===== src/rtl/e203_ifu_prdt_pkg.sv =====
// Shared IFU prediction types: resolver FSM encoding, adder operand selects, ILEN constants.
package e203_ifu_prdt_pkg;

  localparam int PC_W_DEF    = 32;
  localparam int XLEN_DEF    = 32;
  localparam int RFIDX_W_DEF = 5;

  localparam int ILEN32 = 4;
  localparam int ILEN16 = 2;

  typedef enum logic [1:0] {
    PRDT_IDLE = 2'd0,
    PRDT_REQ  = 2'd1,
    PRDT_DATA = 2'd2
  } prdt_state_e;

  typedef enum logic [1:0] {
    OPA_PC   = 2'd0,
    OPA_ZERO = 2'd1,
    OPA_X1   = 2'd2,
    OPA_RD   = 2'd3
  } opa_sel_e;

endpackage


===== src/rtl/e203_ifu_prdt_add.sv =====
// Single next-PC adder: base (pc / 0 / x1 / port-1 data) plus imm or instruction length.
// Purely combinational; optional bit-0 clear for jalr targets.
module e203_ifu_prdt_add
  import e203_ifu_prdt_pkg::*;
#(
  parameter int PC_W = PC_W_DEF,
  parameter int XLEN = XLEN_DEF
) (
  input  opa_sel_e         opa_sel,
  input  logic [PC_W-1:0]  pc,
  input  logic [XLEN-1:0]  rf_x1,
  input  logic [XLEN-1:0]  rd_data,
  input  logic [XLEN-1:0]  imm,
  input  logic             use_ilen,
  input  logic             rv32,
  input  logic             clr_lsb,
  output logic [PC_W-1:0]  sum
);

  logic [PC_W-1:0] opa;
  logic [PC_W-1:0] opb;

  always_comb begin
    case (opa_sel)
      OPA_PC:   opa = pc;
      OPA_ZERO: opa = '0;
      OPA_X1:   opa = rf_x1[PC_W-1:0];
      default:  opa = rd_data[PC_W-1:0];
    endcase
    opb = use_ilen ? (rv32 ? PC_W'(ILEN32) : PC_W'(ILEN16)) : imm[PC_W-1:0];
    sum = opa + opb;
    if (clr_lsb) begin
      sum[0] = 1'b0;
    end
  end

endmodule


===== src/rtl/e203_ifu_prdt.sv =====
// Static branch prediction / next-PC for the IR instruction; 0 cycles except jalr xN (>=2).
// Holds bpu_wait while x1 is busy or while jalr xN arbitrates for register-file port 1.
module e203_ifu_prdt
  import e203_ifu_prdt_pkg::*;
#(
  parameter int PC_W    = PC_W_DEF,
  parameter int XLEN    = XLEN_DEF,
  parameter int RFIDX_W = RFIDX_W_DEF
) (
  input  logic               clk,
  input  logic               rst,
  input  logic               ir_valid,
  input  logic [PC_W-1:0]    pc,
  input  logic               dec_rv32,
  input  logic               dec_jal,
  input  logic               dec_jalr,
  input  logic               dec_bxx,
  input  logic [XLEN-1:0]    dec_bjp_imm,
  input  logic [RFIDX_W-1:0] dec_jalr_rs1idx,
  input  logic               x1_busy,
  input  logic               xn_busy,
  input  logic [XLEN-1:0]    rf_x1,
  output logic               rd_req,
  input  logic               rd_gnt,
  input  logic [XLEN-1:0]    rd_data,
  input  logic               flush,
  output logic               prdt_valid,
  output logic               prdt_taken,
  output logic [PC_W-1:0]    prdt_pc,
  output logic               bpu_wait
);

  prdt_state_e     state;
  prdt_state_e     state_nxt;
  opa_sel_e        opa_sel;
  logic            use_ilen;
  logic            clr_lsb;
  logic            is_x0;
  logic            is_x1;
  logic [PC_W-1:0] add_sum;

  assign is_x0 = (dec_jalr_rs1idx == RFIDX_W'(0));
  assign is_x1 = (dec_jalr_rs1idx == RFIDX_W'(1));

  always_ff @(posedge clk) begin
    if (rst) begin
      state <= PRDT_IDLE;
    end else begin
      state <= state_nxt;
    end
  end

  always_comb begin
    state_nxt  = PRDT_IDLE;
    opa_sel    = OPA_PC;
    use_ilen   = 1'b1;
    clr_lsb    = 1'b0;
    prdt_valid = 1'b0;
    prdt_taken = 1'b0;
    bpu_wait   = 1'b0;
    rd_req     = 1'b0;
    if (!rst && ir_valid) begin
      prdt_valid = 1'b1;
      if (dec_jal) begin
        prdt_taken = 1'b1;
        use_ilen   = 1'b0;
      end else if (dec_bxx) begin
        // backward branches predicted taken
        prdt_taken = dec_bjp_imm[XLEN-1];
        use_ilen   = !dec_bjp_imm[XLEN-1];
      end else if (dec_jalr) begin
        prdt_taken = 1'b1;
        use_ilen   = 1'b0;
        clr_lsb    = 1'b1;
        if (is_x0) begin
          opa_sel = OPA_ZERO;
        end else if (is_x1) begin
          opa_sel = OPA_X1;
          if (x1_busy) begin
            prdt_valid = 1'b0;
            prdt_taken = 1'b0;
            bpu_wait   = 1'b1;
          end
        end else begin
          opa_sel = OPA_RD;
          case (state)
            PRDT_IDLE: begin
              prdt_valid = 1'b0;
              prdt_taken = 1'b0;
              bpu_wait   = 1'b1;
              state_nxt  = PRDT_REQ;
            end
            PRDT_REQ: begin
              prdt_valid = 1'b0;
              prdt_taken = 1'b0;
              bpu_wait   = 1'b1;
              rd_req     = !xn_busy;
              state_nxt  = (!xn_busy && rd_gnt) ? PRDT_DATA : PRDT_REQ;
            end
            default: state_nxt = PRDT_IDLE;
          endcase
        end
      end
      // flush overrides any grant or completion in the same cycle
      if (flush) begin
        prdt_valid = 1'b0;
        rd_req     = 1'b0;
        state_nxt  = PRDT_IDLE;
      end
    end
  end

  e203_ifu_prdt_add #(
    .PC_W (PC_W),
    .XLEN (XLEN)
  ) u_add (
    .opa_sel  (opa_sel),
    .pc       (pc),
    .rf_x1    (rf_x1),
    .rd_data  (rd_data),
    .imm      (dec_bjp_imm),
    .use_ilen (use_ilen),
    .rv32     (dec_rv32),
    .clr_lsb  (clr_lsb),
    .sum      (add_sum)
  );

  assign prdt_pc = (!rst && ir_valid) ? add_sum : '0;

endmodule


===== config.mk =====
export PLATFORM = sky130hd
export DESIGN_NAME = e203_ifu_prdt
export DESIGN_NICKNAME = d
export VERILOG_FILES = /design/src/rtl/e203_ifu_prdt_pkg.sv /design/src/rtl/e203_ifu_prdt_add.sv /design/src/rtl/e203_ifu_prdt.sv
export SDC_FILE = /design/constraint.sdc
export NUM_CORES = 1
export LEC_CHECK = 0
export ABC_AREA = 1
export CORE_MARGIN = 2
export CORE_UTILIZATION = 40
export CTS_CLUSTER_DIAMETER = 80
export DETAILED_ROUTE_END_ITERATION = 16
export PLACE_DENSITY = 0.81
export SETUP_SLACK_MARGIN = 0.2
export SYNTH_ARGS = -nofsm -noshare
export SYNTH_HDL_FRONTEND = slang
export SYNTH_SLANG_ARGS = --single-unit

===== constraint.sdc =====
create_clock -name clk -period 5.08 [get_ports clk]
set_input_delay 1.27 -clock clk [delete_from_list [all_inputs] [get_ports clk]]
set_output_delay 1.27 -clock clk [all_outputs]
set_load 0.05 [all_outputs]

==> summary.txt, run 1 <==
TritonCTS sink count = 2
placer's final routability congestion estimate = 0.953
row count = 33
flip-flop and latch count after synthesis = 2
overall overflow remaining after global route = 2
number of buffers created by CTS = 3
CTS H-tree depth = 1
post-synth design cell area = 0.00346 mm^2
halt point of the flow = global routing
clock tree root buffer cell = clkbuf_8
maximum clock insertion buffer count = 2
placed insts = 1,060
chip width = 97 um
Top Ports = 180
error that ended the run = [ERROR GRT-0116] Global routing finished with congestion. Check the congestion regions in the DRC Viewer.
number of buffer cells added on primary ports = 179
post-detail-place hpwl = 12,600 um
Distinct cells, synth = 31
share of flip-flops with an asynchronous set or reset = 0
Mapped Nets = 899
run status = aborted with a tool error
floorplan die height = 97 um
ys flop type = dfxtp_1
number of instances in the synthesized netlist = 716
vias in the first global route = 8,329
Warnings, synthesis = 0
effective utilization at floorplan = 0.417
fraction of the yosys area taken by sequential cells = 0.0116
pin count of the biggest net entering global routing = 22
GRT Resource Usage Total = 0.575
first-pass GRT wire length = 43,100 um
syn_area_per_cell = 4.83 um^2
pre-CTS setup slack = -0.556 ns
number of enable flip-flop cells after synthesis = 0
per-stage QoR:
stage / setup TNS, ns / util / cell area [um^2] / hold WS [ns]
3_3_place_gp: -9.64 / 0.777 / 6450 / 0.524
2_1_floorplan: -0.0628 / - / 3630 / 0.504
4_1_cts: -0.0664 / 0.962 / 7980 / 0.573
3_5_place_dp: -13.43 / 0.777 / 6450 / 0.547
repair_timing:
action	4_1_cts
pin swaps	134
buffers inserted	34
endpoints found under the hold margin	0
setup endpoints to repair	31
hold buffers	0
gates resized for setup	312
cloned	8
layer usage:
| metal | overflow | global-route usage |
|---|---|---|
| met1 | 0 | 0.524 |
| met2 | 2 | 0.854 |
| met3 | 0 | 0.305 |
| met4 | 0 | 0.646 |
| met5 | 0 | 0.0440 |
Yosys cell counts, types with 2 or more instances:
cell	instances	area (um^2)
a21oi_1	37	185
dfxtp_1	2	40.0
o21bai_1	6	45.0
inv_2	2	7.51
o21ai_0	12	60.1
nand3_1	27	135
a31oi_1	2	12.5
nor3_1	9	45.0
nor2_1	165	619
or2_1	2	12.5
clkbuf_1	5	18.8
ha_1	38	475
xnor2_1	4	35.0
nor2_2	3	18.8
a221oi_1	30	263
buf_2	13	65.1
inv_1	130	488
nand4_1	5	31.3
nand2_1	212	796
logic make-up after synthesis:
group / count (synthesis) / synth area share
buffers and inverters: 150 / 0.167
and+or+nand+nor: 430 / 0.496
AOI/OAI and AO/OA: 91 / 0.172
adders and majority gates: 39 / 0.143
xor gates and xnor gates: 4 / 0.0101
DFF: 2 / 0.0116
==> inputs of run 2 (changes only) <==
- CORE_UTILIZATION: 40 -> 25
- CTS_CLUSTER_DIAMETER: 80 -> not set
- PLACE_DENSITY: 0.81 -> not set
- PLACE_DENSITY_LB_ADDON: not set -> 0.15
- SETUP_SLACK_MARGIN: 0.2 -> not set
==> summary.txt, run 2 <==
run status = finished clean
Sw Pwr = 0.443 mW
number of enable flip-flop cells after synthesis = 0
reg-to-reg setup timing slack = 4.16 ns
number of buffer cells added on primary ports = 179
Yosys top cell by area = nand2_1
chip width = 122 um
min-delay worst type = flop to flop
sequential share of power = 0.016
clock tree root buffer cell = clkbuf_16
hold violation total from the final report = 0
pin count of the biggest net entering global routing = 27
number of optimization iterations in the first detailed-route pass = 7
Max Clk Rate = 197 MHz
share of the synthesized area in the top cell type = 0.230
kind of critical path = input port to output pin
effective utilization at floorplan = 0.258
setup repair after global routing missed its margin = true
data required time at the worst endpoint = 3.81 ns
critical path launch point type = input port
most frequent cell after synthesis = nand2_1
FF-to-FF Start = state[1]
number of maximum-capacitance violations = 0
CTS H-tree depth = 1
largest cells by area after synthesis = nand2_1 (23%), nor2_1 (18%), inv_1 (14%)
PD cells = 118 mW/mm^2
power consumption = 0.997 mW
Worst Hold Slack = 0.548 ns
maximum clock insertion buffer count = 2
number of instances in the synthesized netlist = 716
number of non-filler instances in the completed layout = 1,189
clock input transition at the sequential cells of the worst setup and hold paths = 0.03 ns
fraction of the yosys area taken by sequential cells = 0.0116
Post-Layout Inst Area = 0.00845 mm^2
CP arrival = 3.80 ns
number of remaining DRC errors = 0
Distinct cells, synth = 31
maximum vdd drop = 0.191 mV
insertion delay of the later-clocked pin in the worst-skew pair = 0.22 ns
final antenna-violating net count = 0
row count = 42
post-synth design cell area = 0.00346 mm^2
drt via density = 4.69
most frequent cells in the layout = nand2_1 (140), clkdlybuf4s50_1 (132), inv_1 (113)
floorplan die height = 122 um
FF-to-FF path depth = 4
TritonCTS sink count = 2
die area = 0.0148 mm^2
placed insts = 1,135
DR vias = 5,579
final cycle utilization of the critical path = 0.998
first-pass GRT wire length = 27,100 um
Static Leakage = 3.96 nW
pre-CTS setup slack = -0.624 ns
ys flop type = dfxtp_1
initial DRC count = 338
most common cell after layout, fill and taps aside = nand2_1
Sw Share = 0.445
Fin Clk Skew = 0.000789 ns
flip-flop and latch count after synthesis = 2
share of layout cells above drive strength 1 = 0.453
vias in the first global route = 5,684
Mapped Nets = 899
Layout Nets = 1,198
Power Internal = 0.554 mW
syn_area_per_cell = 4.83 um^2
chain of cells forming the critical path = buf_8, inv_6, nand2_4, nor2_4, buf_6, nand3_4, inv_6, buf_6, a221oi_2, nor2_1, ha_2, inv_2, fa_2, o21ai_4, nand2_2, nand2_4, nand2_2, nand2_2, nor2_2, nor3b_2, clkbuf_16
register bank with the most flops = state
hold path start = state[0]
Crit Path Max Fanout = 4
worst flop-to-flop path endpoint = state[1]
post-detail-place hpwl = 13,100 um
Top Ports = 180
share of flip-flops with an asynchronous set or reset = 0
final worst-path setup slack = 0.0106 ns
Routed Wire Length = 17,600 um
cell with the largest stage delay on the worst path = fa_2
portion of total power attributed to combinational logic = 0.865
final setup vio count = 0
WHS Path Cells = 3
kind of capture point of the worst setup path = output pin
GRT Resource Usage Total = 0.227
antenna violations before repair = 0
Critical Path Max Stage Delay = 0.40 ns
leading registers by flop count = state: 2 flops
final critical-path required period = 5.07 ns
transition time at the pin with the least slew margin = 0.446 ns
CP dominant cell by count = nand2_2
Synth-to-Final Area Change = 144%
share of total power in the clock network = 0.119
destination of the worst hold path = state[0]
TritonCTS clock tree = done
placer's final routability congestion estimate = 0.915
Post-Place Cell Area = 0.00645 mm^2
number of buffers added to fix hold violations after cts = 0
number of buffers created by CTS = 3
standard cell core area = 0.0134 mm^2
number of slew-limit violations in the final report = 0
Warnings, synthesis = 0
count of antenna diodes in the layout = 0
worst rel slew slack = 0.702
number of flip-flops in the largest register = 2
final routed wire length divided by cell count = 14.8 um
Synth top cells by count = nand2_1 (212), nor2_1 (165), inv_1 (130)
overall overflow remaining after global route = 0
## run 2: cell counts after synthesis
Identical to the previous run, type by type.
## run 2: critical path, delay by kind of cell
| kind | cells | cell delay, ns |
|---|---|---|
| buffers and inverters | 7 | 0.71 |
| adders and majority gates | 2 | 0.61 |
| AOI/OAI and AO/OA | 2 | 0.26 |
| and+or+nand+nor | 10 | 0.94 |
## run 2: what timing repair did
action,4_1_cts,5_1_grt
setup buffers,34,12
pin swaps,105,94
resized for setup,224,166
endpoints found under the setup margin,29,28
cloned,5,0
## run 2: metrics by stage
step                 util  TNS (ns)
CTS                 0.570   -0.0500
global placement    0.481    -11.68
global route        0.631     -1.80
floorplan               -    -0.269
finish              0.631         0
detailed placement  0.481    -12.70
## run 2: area by class of cell
class	instances	area [um^2]
clock buffers	3	75.1
fillers	1156	4950
inverters	132	510
multi-input cells	564	4210
flip-flops and latches	2	40.0
well taps	176	220
repair buffers	312	3400
## run 2: cell families (layout without fill, tap and decap cells)
kind of cell | after synthesis | count (layout) | share of synthesized area
adder cells (fa/ha/maj) | 39 | 39 | 0.143
buffers and inverters | 150 | 447 | 0.167
AO/OA/AOI/OAI | 91 | 91 | 0.172
XOR/XNOR | 4 | 4 | 0.0101
AND/OR/NAND/NOR | 430 | 430 | 0.496
flip-flops | 2 | 2 | 0.0116
## run 2: how the worst max path moves through the flow
stage / depth (start not counted) / startpoint / slack, ns / to
floorplan: 18 / dec_bxx / -0.16 / prdt_pc[14]
global placement: 22 / dec_bxx / -0.60 / prdt_pc[30]
detailed placement: 22 / dec_bxx / -0.62 / prdt_pc[30]
CTS: 21 / dec_bxx / -0.03 / prdt_pc[16]
global route: 21 / dec_bxx / -0.16 / prdt_pc[28]
finish: 21 / dec_bxx / 0.01 / prdt_pc[16]
## run 2: layer usage
metal / vias to the layer above / global-route usage / wire length (um)
li1: 2853 / - / -
met1: 2505 / 0.301 / 7570
met2: 187 / 0.384 / 8520
met3: 34 / 0.0309 / 1080
met4: 0 / 0.0625 / 395
met5: - / 0 / 0
## run 2: power by group through the flow
| stage | logic [mW] | registers (mW) | clock network [mW] |
|---|---|---|---|
| CTS | 0.759 | 0.0159 | 0.119 |
| detailed placement | 0.635 | 0.0161 | 0 |
| finish | 0.863 | 0.0159 | 0.119 |
| floorplan | 0.294 | 0.0161 | 0 |
| global route | 0.920 | 0.0159 | 0.123 |
| global placement | 0.635 | 0.0161 | 0 |
Power figures use the tool's default switching activity.
==> inputs of run 3 (changes only) <==
- CORE_ASPECT_RATIO: not set -> 1.1
- SETUP_SLACK_MARGIN: not set -> 0.1
==> summary.txt, run 3 (synthesized netlist as in run 2, its figures left out) <==
violated checks = negative setup slack
number of buffers added to fix hold violations after cts = 0
CP dominant cell by count = buf_4
die area = 0.0148 mm^2
Crit Path Max Fanout = 15
FF-to-FF Start = state[1]
placed insts = 1,155
Max Clk Rate = 195 MHz
number of optimization iterations in the first detailed-route pass = 5
insertion delay of the later-clocked pin in the worst-skew pair = 0.22 ns
met1 usage in global routing = 0.252
first-pass GRT wire length = 25,800 um
Top Ports = 180
vias in the first global route = 5,447
min-delay worst type = flop to flop
standard cell core area = 0.0137 mm^2
critical path launch point type = input port
FF-to-FF path depth = 4
chip width = 116 um
Layout Nets = 1,202
crit path launch = dec_bxx
floorplan die height = 127 um
Post-Place Cell Area = 0.00656 mm^2
number of flip-flops in the largest register = 2
cell with the largest stage delay on the worst path = ha_4
PD cells = 117 mW/mm^2
WHS Path Cells = 3
count of antenna diodes in the layout = 0
pin count of the biggest net entering global routing = 29
placer's final routability congestion estimate = 0.935
setup repair after global routing missed its margin = true
run status = finished, violations left
number of maximum-capacitance violations = 0
antenna violations before repair = 0
most common cell after layout, fill and taps aside = clkdlybuf4s50_1
number of remaining DRC errors = 0
Worst Hold Slack = 0.541 ns
final worst-path setup slack = -0.0445 ns
share of layout cells above drive strength 1 = 0.509
effective utilization at floorplan = 0.253
worst rel slew slack = 0.710
number of buffer cells added on primary ports = 179
Static Leakage = 4.13 nW
final cycle utilization of the critical path = 1.01
TritonCTS sink count = 2
Routed Wire Length = 18,200 um
final routed wire length divided by cell count = 15.1 um
Critical Path Max Stage Delay = 0.20 ns
initial DRC count = 180
post-detail-place hpwl = 12,700 um
Fin Clk Skew = 0.00401 ns
Fill cells = 1,153
final setup vio count = 5
kind of critical path = input port to output pin
CP arrival = 3.85 ns
number of buffers created by CTS = 3
final antenna-violating net count = 0
number of slew-limit violations in the final report = 0
Synth-to-Final Area Change = 157%
data required time at the worst endpoint = 3.81 ns
overall overflow remaining after global route = 0
clock tree root buffer cell = clkbuf_16
leading registers by flop count = state: 2 flops
hold violation total from the final report = 0
met2 track demand over resource in global routing = 0.404
most frequent cells in the layout = clkdlybuf4s50_1 (132), nand2_1 (108), inv_1 (100)
worst flop-to-flop path endpoint = state[1]
row count = 45
cell class contributing the biggest share of worst-path delay = buffers and inverters
Layout Utilization = 0.650
clock input transition at the sequential cells of the worst setup and hold paths = 0.03 ns
DR vias = 5,589
maximum vdd drop = 0.150 mV
transition time at the pin with the least slew margin = 0.431 ns
register bank with the most flops = state
global-route met3 utilization = 0.0261
drt via density = 4.64
reg-to-reg setup timing slack = 4.20 ns
power consumption = 1.04 mW
hold path start = state[1]
maximum clock insertion buffer count = 2
Post-Layout Inst Area = 0.00889 mm^2
CTS H-tree depth = 1
destination of the worst hold path = state[0]
chain of cells forming the critical path = buf_8, inv_4, nand2_4, nor2_4, nand2_4, nor2_4, buf_12, a221oi_2, nor2_1, buf_4, ha_4, nand2_1, nand2_2, nand2_2, buf_4, nand4_1, buf_4, buf_4, a21oi_4, buf_12
GRT Resource Usage Total = 0.217
worst path bufs/invs = 8
number of non-filler instances in the completed layout = 1,205
routing layer with the top usage in global route = met2
TritonCTS clock tree = done
final critical-path required period = 5.12 ns
kind of capture point of the worst setup path = output pin
## run 3: layout make-up
type                            instances  area [um^2]  area share
Sequential cell                         2         40.0     0.00450
Inverter                              132          518      0.0583
Multi-Input combinational cell        564         4510       0.507
Tap cell                              188          235      0.0265
Clock buffer                            3         75.1     0.00845
Timing Repair Buffer                  316         3510       0.395
## run 3: worst max path at each step
stage                        endpoint  slack (ns)  depth (start not counted)
final                     prdt_pc[10]       -0.04                         20
after global routing      prdt_pc[10]       -0.18                         20
after CTS                 prdt_pc[26]       -0.03                         22
after detailed placement  prdt_pc[31]       -0.55                         23
after global placement    prdt_pc[14]       -0.53                         20
after floorplan           prdt_pc[14]       -0.16                         18
## run 3: stage by stage
step	setup WS, ns	TNS (ns)
after detailed placement	-0.548	-12.45
final	-0.0445	-0.0744
after CTS	-0.0297	-0.0915
after floorplan	-0.161	-0.261
after global placement	-0.535	-12.08
after global routing	-0.178	-2.65
## run 3: worst reg2reg max path: stages, from the launching register on
cell and delay (ns):
dfxtp_1 0.29, nor2_1 0.08, nand2_1 0.08, nor3_2 0.21, and2_1 0.16
## run 3: what timing repair did
item,in CTS,in global routing
buffers inserted,23,17
resized for setup,238,233
setup endpoints to repair,31,28
gates cloned,3,4
pin swaps,88,121
## run 3: routing by layer
layer	vias up	wire length [um]
met4	0	609
met2	159	9620
met1	2540	7150
li1	2860	-
met3	30	797
met5	-	0
## run 3: report_power, final
part,switching (mW),internal [mW],total [mW]
Clock,0.0175,0.100,0.118
Sequential,0.0000192,0.0159,0.0159
Combinational,0.449,0.454,0.902
Total,0.466,0.570,1.04
